===== config.mk =====
export PLATFORM = sky130hd
export DESIGN_NAME = xnor_match_unit
export DESIGN_NICKNAME = d
export VERILOG_FILES = /design/src/rtl/xnor_match_unit.sv
export SDC_FILE = /design/constraint.sdc
export NUM_CORES = 1
export LEC_CHECK = 0
export CORE_MARGIN = 2
export CORE_UTILIZATION = 52
export CTS_BUF_LIST = sky130_fd_sc_hd__clkbuf_4 sky130_fd_sc_hd__clkbuf_8
export DETAILED_ROUTE_END_ITERATION = 6
export GPL_ROUTABILITY_DRIVEN = 0
export MAX_ROUTING_LAYER = met4
export PLACE_DENSITY = 0.82
export SLEW_MARGIN = 20
export SYNTH_ARGS = -nofsm -noshare
export SYNTH_HDL_FRONTEND = slang
export SYNTH_SLANG_ARGS = --single-unit

===== constraint.sdc =====
create_clock -name clk -period 3.42 [get_ports clk]
set_input_delay 0.513 -clock clk [delete_from_list [all_inputs] [get_ports clk]]
set_output_delay 0.513 -clock clk [all_outputs]
set_load 0.005 [all_outputs]

===== src/rtl/xnor_match_unit.sv =====
// rtl/xnor_match_unit.sv - two-stage bitwise compare/match stage with popcount and equality streak
module xnor_match_unit #(
  parameter int WIDTH = 8,
  parameter int CNT_W = 8
) (
  input  logic                       clk,
  input  logic                       rst,
  input  logic                       in_valid,
  input  logic [WIDTH-1:0]           a,
  input  logic [WIDTH-1:0]           b,
  input  logic [1:0]                 mode,
  input  logic                       clr_streak,
  output logic                       out_valid,
  output logic [WIDTH-1:0]           result,
  output logic [$clog2(WIDTH+1)-1:0] ones,
  output logic                       equal,
  output logic [CNT_W-1:0]           streak,
  output logic                       streak_sat
);

  localparam int OW = $clog2(WIDTH+1);
  localparam logic [CNT_W-1:0] STREAK_MAX = '1;

  localparam logic [1:0] MODE_XNOR = 2'b00;
  localparam logic [1:0] MODE_AND  = 2'b01;
  localparam logic [1:0] MODE_OR   = 2'b10;

  logic             s1_valid;
  logic [WIDTH-1:0] s1_data;
  logic             s1_eq;

  logic [WIDTH-1:0] op_value;
  logic [OW-1:0]    pop_count;
  logic [CNT_W-1:0] streak_next;

  always_comb begin
    op_value = a ^ b;
    case (mode)
      MODE_XNOR: op_value = ~(a ^ b);
      MODE_AND:  op_value = a & b;
      MODE_OR:   op_value = a | b;
      default:   op_value = a ^ b;
    endcase
  end

  // Stage 1: operation and equality capture; data holds across bubbles.
  always_ff @(posedge clk) begin
    if (rst) begin
      s1_valid <= 1'b0;
      s1_data  <= '0;
      s1_eq    <= 1'b0;
    end else begin
      s1_valid <= in_valid;
      if (in_valid) begin
        s1_data <= op_value;
        s1_eq   <= (a == b);
      end
    end
  end

  always_comb begin
    pop_count = '0;
    for (int i = 0; i < WIDTH; i++) begin
      pop_count = pop_count + OW'(s1_data[i]);
    end
  end

  // A clear still counts an equal sample arriving on the same edge.
  always_comb begin
    streak_next = streak;
    if (clr_streak) begin
      streak_next = (s1_valid && s1_eq) ? CNT_W'(1) : '0;
    end else if (s1_valid) begin
      if (!s1_eq) begin
        streak_next = '0;
      end else if (streak != STREAK_MAX) begin
        streak_next = streak + CNT_W'(1);
      end
    end
  end

  always_ff @(posedge clk) begin
    if (rst) begin
      out_valid  <= 1'b0;
      result     <= '0;
      ones       <= '0;
      equal      <= 1'b0;
      streak     <= '0;
      streak_sat <= 1'b0;
    end else begin
      out_valid  <= s1_valid;
      streak     <= streak_next;
      streak_sat <= (streak_next == STREAK_MAX);
      if (s1_valid) begin
        result <= s1_data;
        ones   <= pop_count;
        equal  <= s1_eq;
      end
    end
  end

endmodule


==> results of run 1 <==
## critical path, cell delays in order, from the launching register on
cell	delay [ns]
dfxtp_1	0.34
fa_1	0.53
inv_1	0.05
fa_1	0.51
fa_1	0.43
inv_1	0.07
ha_1	0.16
inv_1	0.06
fa_1	0.37
xnor2_1	0.13
mux2i_1	0.13
nor2_1	0.05
## state kept, by name (all words and copies together) (netlist names)
name        cells
s1_data         8
s1_valid        1
s1_eq           1
result          8
out_valid       1
equal           1
streak_sat      1
streak          8
ones            4
## stage by stage
step                cell area, µm²  cells
floorplan                     2040    242
global placement              2500    323
detailed placement            2500    323
CTS                           2590    330
global route                  2590    330
finish                        2590    330
## synth_stat cells, drive strengths merged, types with 2 or more instances
master    n
and4      3
nor2b     2
nor2     39
fa        4
buf       4
o2111ai   3
a31o      2
or4       2
a211oi    9
nand2b    5
clkbuf    9
nand2     8
a21oi    17
nor3      3
o21ai     5
nor4      2
nand3     6
inv      33
ha       20
dfxtp    33
mux2i    18
## worst min path at each step
stage,from,endpoint,slack [ns]
CTS,ones[3],ones[3],0.47
global placement,ones[3],ones[3],0.46
global route,ones[1],ones[1],0.50
floorplan,ones[3],ones[3],0.46
detailed placement,ones[3],ones[3],0.46
finish,ones[3],ones[3],0.46
## cell usage in the layout (no fill, tap or decap), types with 2 or more instances in the layout
cell,instances
nor4_1,2
nand3_1,6
buf_4,2
clkdlybuf4s50_1,44
inv_1,32
nand2b_1,5
a211oi_1,9
o21ai_0,5
o2111ai_1,3
ha_1,20
dfxtp_1,33
nor2_1,39
nor3_1,3
mux2i_1,18
nor2b_1,2
fa_1,4
nand2_1,8
or4_4,2
a21oi_1,17
clkbuf_8,6
## cells by family (layout without fill, tap and decap cells)
kind of cell | Yosys count | in the layout | share of synthesized area (%)
adder cells (fa/ha/maj) | 24 | 24 | 16.2
AND/OR/NAND/NOR | 76 | 76 | 19.2
XOR/XNOR | 1 | 1 | 0.430
buffers and inverters | 46 | 86 | 8.66
multiplexers | 18 | 18 | 8.85
flip-flops | 33 | 33 | 32.4
AO/OA/AOI/OAI | 44 | 44 | 14.2
## area by class of cell
type / count / area, µm² / area share [%]
Multi-Input combinational cell: 163 / 1200 / 46.3
Sequential cell: 33 / 661 / 25.5
Timing Repair Buffer: 46 / 455 / 17.6
Inverter: 33 / 126 / 4.87
Clock buffer: 7 / 90.1 / 3.47
Tap cell: 48 / 60.1 / 2.32
## routing by layer
metal  track usage (%)  vias up  wire length (µm)
met3              5.07        9               203
met2              37.1       47              2020
met4              4.59        0                50
met5                 -        -                 0
met1              24.5      802              1840
li1                  -      901                 -
## power by group through the flow
| stage | Sequential (µW) | Clock [µW] | Combinational, µW |
|---|---|---|---|
| floorplan | 417 | 0 | 119 |
| global placement | 421 | 0 | 178 |
| detailed placement | 422 | 0 | 191 |
| CTS | 413 | 302 | 191 |
| global route | 415 | 325 | 216 |
| finish | 413 | 293 | 189 |
==> results_tabular.tex, run 1 <==
\begin{tabular}{lr}
\hline
Metric & Value \\
\hline
\multicolumn{2}{l}{\textbf{Worst setup path}} \\
Critical Path Source & s1\_data[0] \\
Reg-to-reg startpoint & s1\_data[0] \\
Top fanout value on the critical path & 3 \\
Endpoint type of the worst setup path & register \\
Endpoint of the most critical setup path & ones[2] \\
Worst reg-to-reg path cell count & 11 \\
Start-to-end type of the worst setup path & register to register \\
Endpoint required time on the critical path & 3.58 ns \\
R2r endpoint & ones[2] \\
Launching element type of the critical path & register \\
Endpoint arrival time on the critical path & 3.11 ns \\
Register-to-register setup slack & 0.46 ns \\
\multicolumn{2}{l}{\textbf{Timing}} \\
Share of the clock period used by the worst path & 86.4\% \\
Worst hold margin & 0.465 ns \\
Smallest setup slack after layout & 0.465 ns \\
Maximum clock rate & 338 MHz \\
Actual transition at the worst max-transition pin & 0.929 ns \\
Setup repair after global routing missed its margin & false \\
Shortest period the worst path allows & 2.96 ns \\
Setup-failing EPs final & 0 \\
Post-route setup TNS & 0 ns \\
Clock Skew & 0.00475 ns \\
Total count of hold-check failures in the final report & 0 \\
Slew Limit Fails & 0 \\
Worst slew margin relative to its limit & 37.9\% \\
\multicolumn{2}{l}{\textbf{Cells and area}} \\
Final Util & 69.8\% \\
Final Net Count & 328 \\
Fill cell total of the finished layout & 324 \\
Ant. Diodes & 0 \\
Fraction of layout instances using a drive strength above 1 & 6.03\% \\
Area overhead of the layout relative to synthesis & 27.3\% \\
\multicolumn{2}{l}{\textbf{Clocking}} \\
\# Post-CTS Setup Buffers & 0 \\
Number of H-tree branching levels & 2 \\
TritonCTS sink count & 33 \\
Clock buffer count from CTS & 5 \\
Clock root buffer master & clkbuf\_8 \\
Number of hold buffers added after CTS & 0 \\
CTS tree & done \\
Worst-skew pair later-pin latency & 0.28 ns \\
Number of instances resized during post-cts repair & 0 \\
Reg clk slew, reported paths & 0.06 ns \\
Worst-case clock buffer depth & 2 \\
\multicolumn{2}{l}{\textbf{Yosys}} \\
Part of the Yosys area used for sequential elements & 32.4\% \\
Synthesized area per cell & 8.42 µm² \\
Seq cells post-synth & 33 \\
Library cell occupying the most area in the post-synthesis netlist & dfxtp\_1 \\
Syn Nets & 288 \\
Netlist area before placement & 2040 µm² \\
Leading register cell type out of synthesis & dfxtp\_1 \\
Area fraction of the dominant cell type after synthesis & 32.4\% \\
Number of standard cells after synthesis & 242 \\
Synth top area cells & dfxtp\_1 (32\%), ha\_1 (12\%), mux2i\_1 (8.8\%) \\
Yosys Warn Count & 0 \\
Post-synthesis async set-or-reset flop share & 0\% \\
Number of library cell types mapped by synthesis & 41 \\
EDFF count, synth & 0 \\
\multicolumn{2}{l}{\textbf{Die}} \\
Starting utilization of the core area & 54.8\% \\
Area of the die & 4430 µm² \\
Die outline width & 66.6 µm \\
Number of I/O pins & 45 \\
Y dimension of the die & 66.6 µm \\
Area of the core & 3720 µm² \\
Standard-cell rows & 22 \\
\multicolumn{2}{l}{\textbf{Power}} \\
Internal power & 662 µW \\
PD cells & 345 nW/µm² \\
Total power draw & 896 µW \\
Worst ir drop on vdd & 0.000263 V \\
Share of total power in combinational logic & 21.1\% \\
Sequential share of power & 46.1\% \\
Relative contribution of the clock network to total power & 32.8\% \\
Switching power of the nets & 234 µW \\
Switching share of total power & 26.1\% \\
Static power due to leakage & 0.00113 µW \\
\multicolumn{2}{l}{\textbf{Route}} \\
DR iter-0 viols & 113 \\
Drc violations & 0 \\
Routed vias & 1759 \\
Mean number of vias per cell & 5.33 \\
Routed Antenna Nets & 0 \\
Detailed-route wire length & 4.11 mm \\
First-pass detailed-route iteration total & 4 \\
Final routed wire length divided by cell count & 12.5 µm \\
\multicolumn{2}{l}{\textbf{Worst hold path}} \\
Instance count along the most critical hold path & 2 \\
Path category of the worst min-delay check & register to register \\
\multicolumn{2}{l}{\textbf{Job}} \\
Maximum capacitance violations & 0 \\
\multicolumn{2}{l}{\textbf{Global routing}} \\
Pin count of the biggest net entering global routing & 32 \\
Grt total ovfl & 0 \\
Via count of the first global-routing pass & 1581 \\
Total global-route track usage & 21.1\% \\
Number of antenna violations at the first check in global routing & 0 \\
Wire length of the first global-routing pass & 6.97 mm \\
\multicolumn{2}{l}{\textbf{Placement}} \\
Number of buffers inserted by port buffering & 44 \\
Post-Place Worst Slack & 0.476 ns \\
HPWL reported at the end of detailed placement & 3.13 mm \\
\multicolumn{2}{l}{\textbf{Outcome}} \\
Status & completed \\
\hline
\end{tabular}
Note: power is estimated with default switching activity, not from simulation.
==> run 2: changes to the inputs <==
- CORE_UTILIZATION: 52 -> 66
- DONT_BUFFER_PORTS: default -> 1
==> results_tabular.tex, run 2 (same netlist as run 1, synthesis figures left out) <==
\begin{tabular}{lr}
\hline
Metric & Value \\
\hline
\multicolumn{2}{l}{\textbf{Die}} \\
Area of the core & 3000 µm² \\
Standard-cell rows & 20 \\
Die outline width & 59.6 µm \\
Area of the die & 3550 µm² \\
Number of I/O pins & 45 \\
Starting utilization of the core area & 67.8\% \\
Y dimension of the die & 59.6 µm \\
\multicolumn{2}{l}{\textbf{Outcome}} \\
Status & completed \\
\multicolumn{2}{l}{\textbf{Placement}} \\
Number of buffers inserted by port buffering & 0 \\
Placed Cells incl. Taps & 263 \\
HPWL reported at the end of detailed placement & 2.85 mm \\
\multicolumn{2}{l}{\textbf{Worst setup path}} \\
Endpoint required time on the critical path & 3.70 ns \\
Launching element type of the critical path & register \\
Top fanout value on the critical path & 3 \\
Start-to-end type of the worst setup path & register to register \\
Endpoint arrival time on the critical path & 3.21 ns \\
Endpoint type of the worst setup path & register \\
\multicolumn{2}{l}{\textbf{Power}} \\
Static power due to leakage & 0.000962 µW \\
Worst ir drop on vdd & 0.000211 V \\
PD cells & 401 nW/µm² \\
Relative contribution of the clock network to total power & 36.2\% \\
Switching share of total power & 24.4\% \\
Share of total power in combinational logic & 15.0\% \\
Internal power & 644 µW \\
Sequential share of power & 48.7\% \\
Total power draw & 852 µW \\
Switching power of the nets & 208 µW \\
\multicolumn{2}{l}{\textbf{Route}} \\
Routed Antenna Nets & 0 \\
First-pass detailed-route iteration total & 4 \\
Drc violations & 0 \\
Routed vias & 1627 \\
DR iter-0 viols & 156 \\
Detailed-route wire length & 3.87 mm \\
Final routed wire length divided by cell count & 14.3 µm \\
Mean number of vias per cell & 6.00 \\
\multicolumn{2}{l}{\textbf{Global routing}} \\
Wire length of the first global-routing pass & 6.21 mm \\
Pin count of the biggest net entering global routing & 33 \\
Total global-route track usage & 23.8\% \\
Via count of the first global-routing pass & 1401 \\
Number of antenna violations at the first check in global routing & 0 \\
Grt total ovfl & 0 \\
\multicolumn{2}{l}{\textbf{Timing}} \\
Share of the clock period used by the worst path & 85.7\% \\
Clock Skew & 0.0105 ns \\
Worst slew margin relative to its limit & 55.6\% \\
Shortest period the worst path allows & 2.93 ns \\
Post-route setup TNS & 0 ns \\
Worst hold margin & 0.231 ns \\
Setup-failing EPs final & 0 \\
Total count of hold-check failures in the final report & 0 \\
Actual transition at the worst max-transition pin & 0.665 ns \\
Slew Limit Fails & 0 \\
Maximum clock rate & 341 MHz \\
Setup repair after global routing missed its margin & false \\
\multicolumn{2}{l}{\textbf{Cells and area}} \\
Final cell count without fillers & 271 \\
Fraction of layout instances using a drive strength above 1 & 7.14\% \\
Commonest non-fill, non-tap cells in the layout & nor2\_1 (39), dfxtp\_1 (33), inv\_1 (32) \\
Largest registers in the final layout & result (8), s1\_data (8), streak (8) \\
Ant. Diodes & 0 \\
Most common library cell in the layout ignoring fill and taps & nor2\_1 \\
Final Net Count & 283 \\
Area overhead of the layout relative to synthesis & 4.30\% \\
\multicolumn{2}{l}{\textbf{Clocking}} \\
Reg clk slew, reported paths & 0.10 ns \\
Worst-case clock buffer depth & 2 \\
Clock root buffer master & clkbuf\_4 \\
Clock buffer count from CTS & 5 \\
\# Post-CTS Setup Buffers & 0 \\
TritonCTS sink count & 33 \\
Number of hold buffers added after CTS & 0 \\
Worst-skew pair later-pin latency & 0.33 ns \\
Number of H-tree branching levels & 2 \\
Number of instances resized during post-cts repair & 0 \\
CTS tree & done \\
\multicolumn{2}{l}{\textbf{Job}} \\
Maximum capacitance violations & 0 \\
\multicolumn{2}{l}{\textbf{Worst hold path}} \\
Path category of the worst min-delay check & input pin to register \\
\hline
\end{tabular}
run 2: path summary, 6_finish.rpt:
kind / start / to / slack [ns] / depth (start not counted)
max: s1_data[0] / ones[2] / 0.49 / 11
min: rst / ones[3] / 0.23 / 1
max reg2reg: s1_data[0] / ones[2] / 0.49 / 11
min reg2reg: ones[3] / ones[3] / 0.49 / 2
run 2: through the flow:
stage          utilization [%]  setup slack [ns]  instance area (µm²)
2_1_floorplan                -             0.625                 2040
3_3_place_gp              67.8             0.602                 2040
3_5_place_dp              67.8             0.479                 2040
4_1_cts                   70.8             0.478                 2120
5_1_grt                   70.8             0.344                 2120
6_report                  70.8             0.488                 2120
run 2: cell type report:
class | count | area (µm²)
multi-input combinational | 163 | 1200
fill | 237 | 878
sequential | 33 | 661
inverter | 33 | 126
clock buffer | 7 | 58.8
tap | 33 | 41.3
clock inverter | 1 | 30.0
timing repair buffer | 1 | 7.51
run 2: layer usage:
metal / routed length, µm / vias up / global-route usage [%]
met4: 62 / 0 / 8.25
li1: - / 813 / -
met2: 1950 / 62 / 38.1
met1: 1610 / 743 / 29.4
met3: 251 / 9 / 5.46
met5: 0 / - / -
run 2: power groups by stage:
| stage | combinational [µW] | sequential [µW] | clock, µW |
|---|---|---|---|
| after floorplan | 119 | 417 | 0 |
| after global placement | 119 | 424 | 0 |
| after detailed placement | 129 | 425 | 0 |
| after CTS | 129 | 416 | 313 |
| after global routing | 147 | 418 | 331 |
| final | 128 | 415 | 309 |
run 2: critical path, cell delays in order (launching register included):
cell and delay (ns):
dfxtp_1 0.35, fa_1 0.54, inv_1 0.05, fa_1 0.50, fa_1 0.42, inv_1 0.07
ha_1 0.15, inv_1 0.06, fa_1 0.38, xnor2_1 0.20, mux2i_1 0.10, nor2_1 0.08
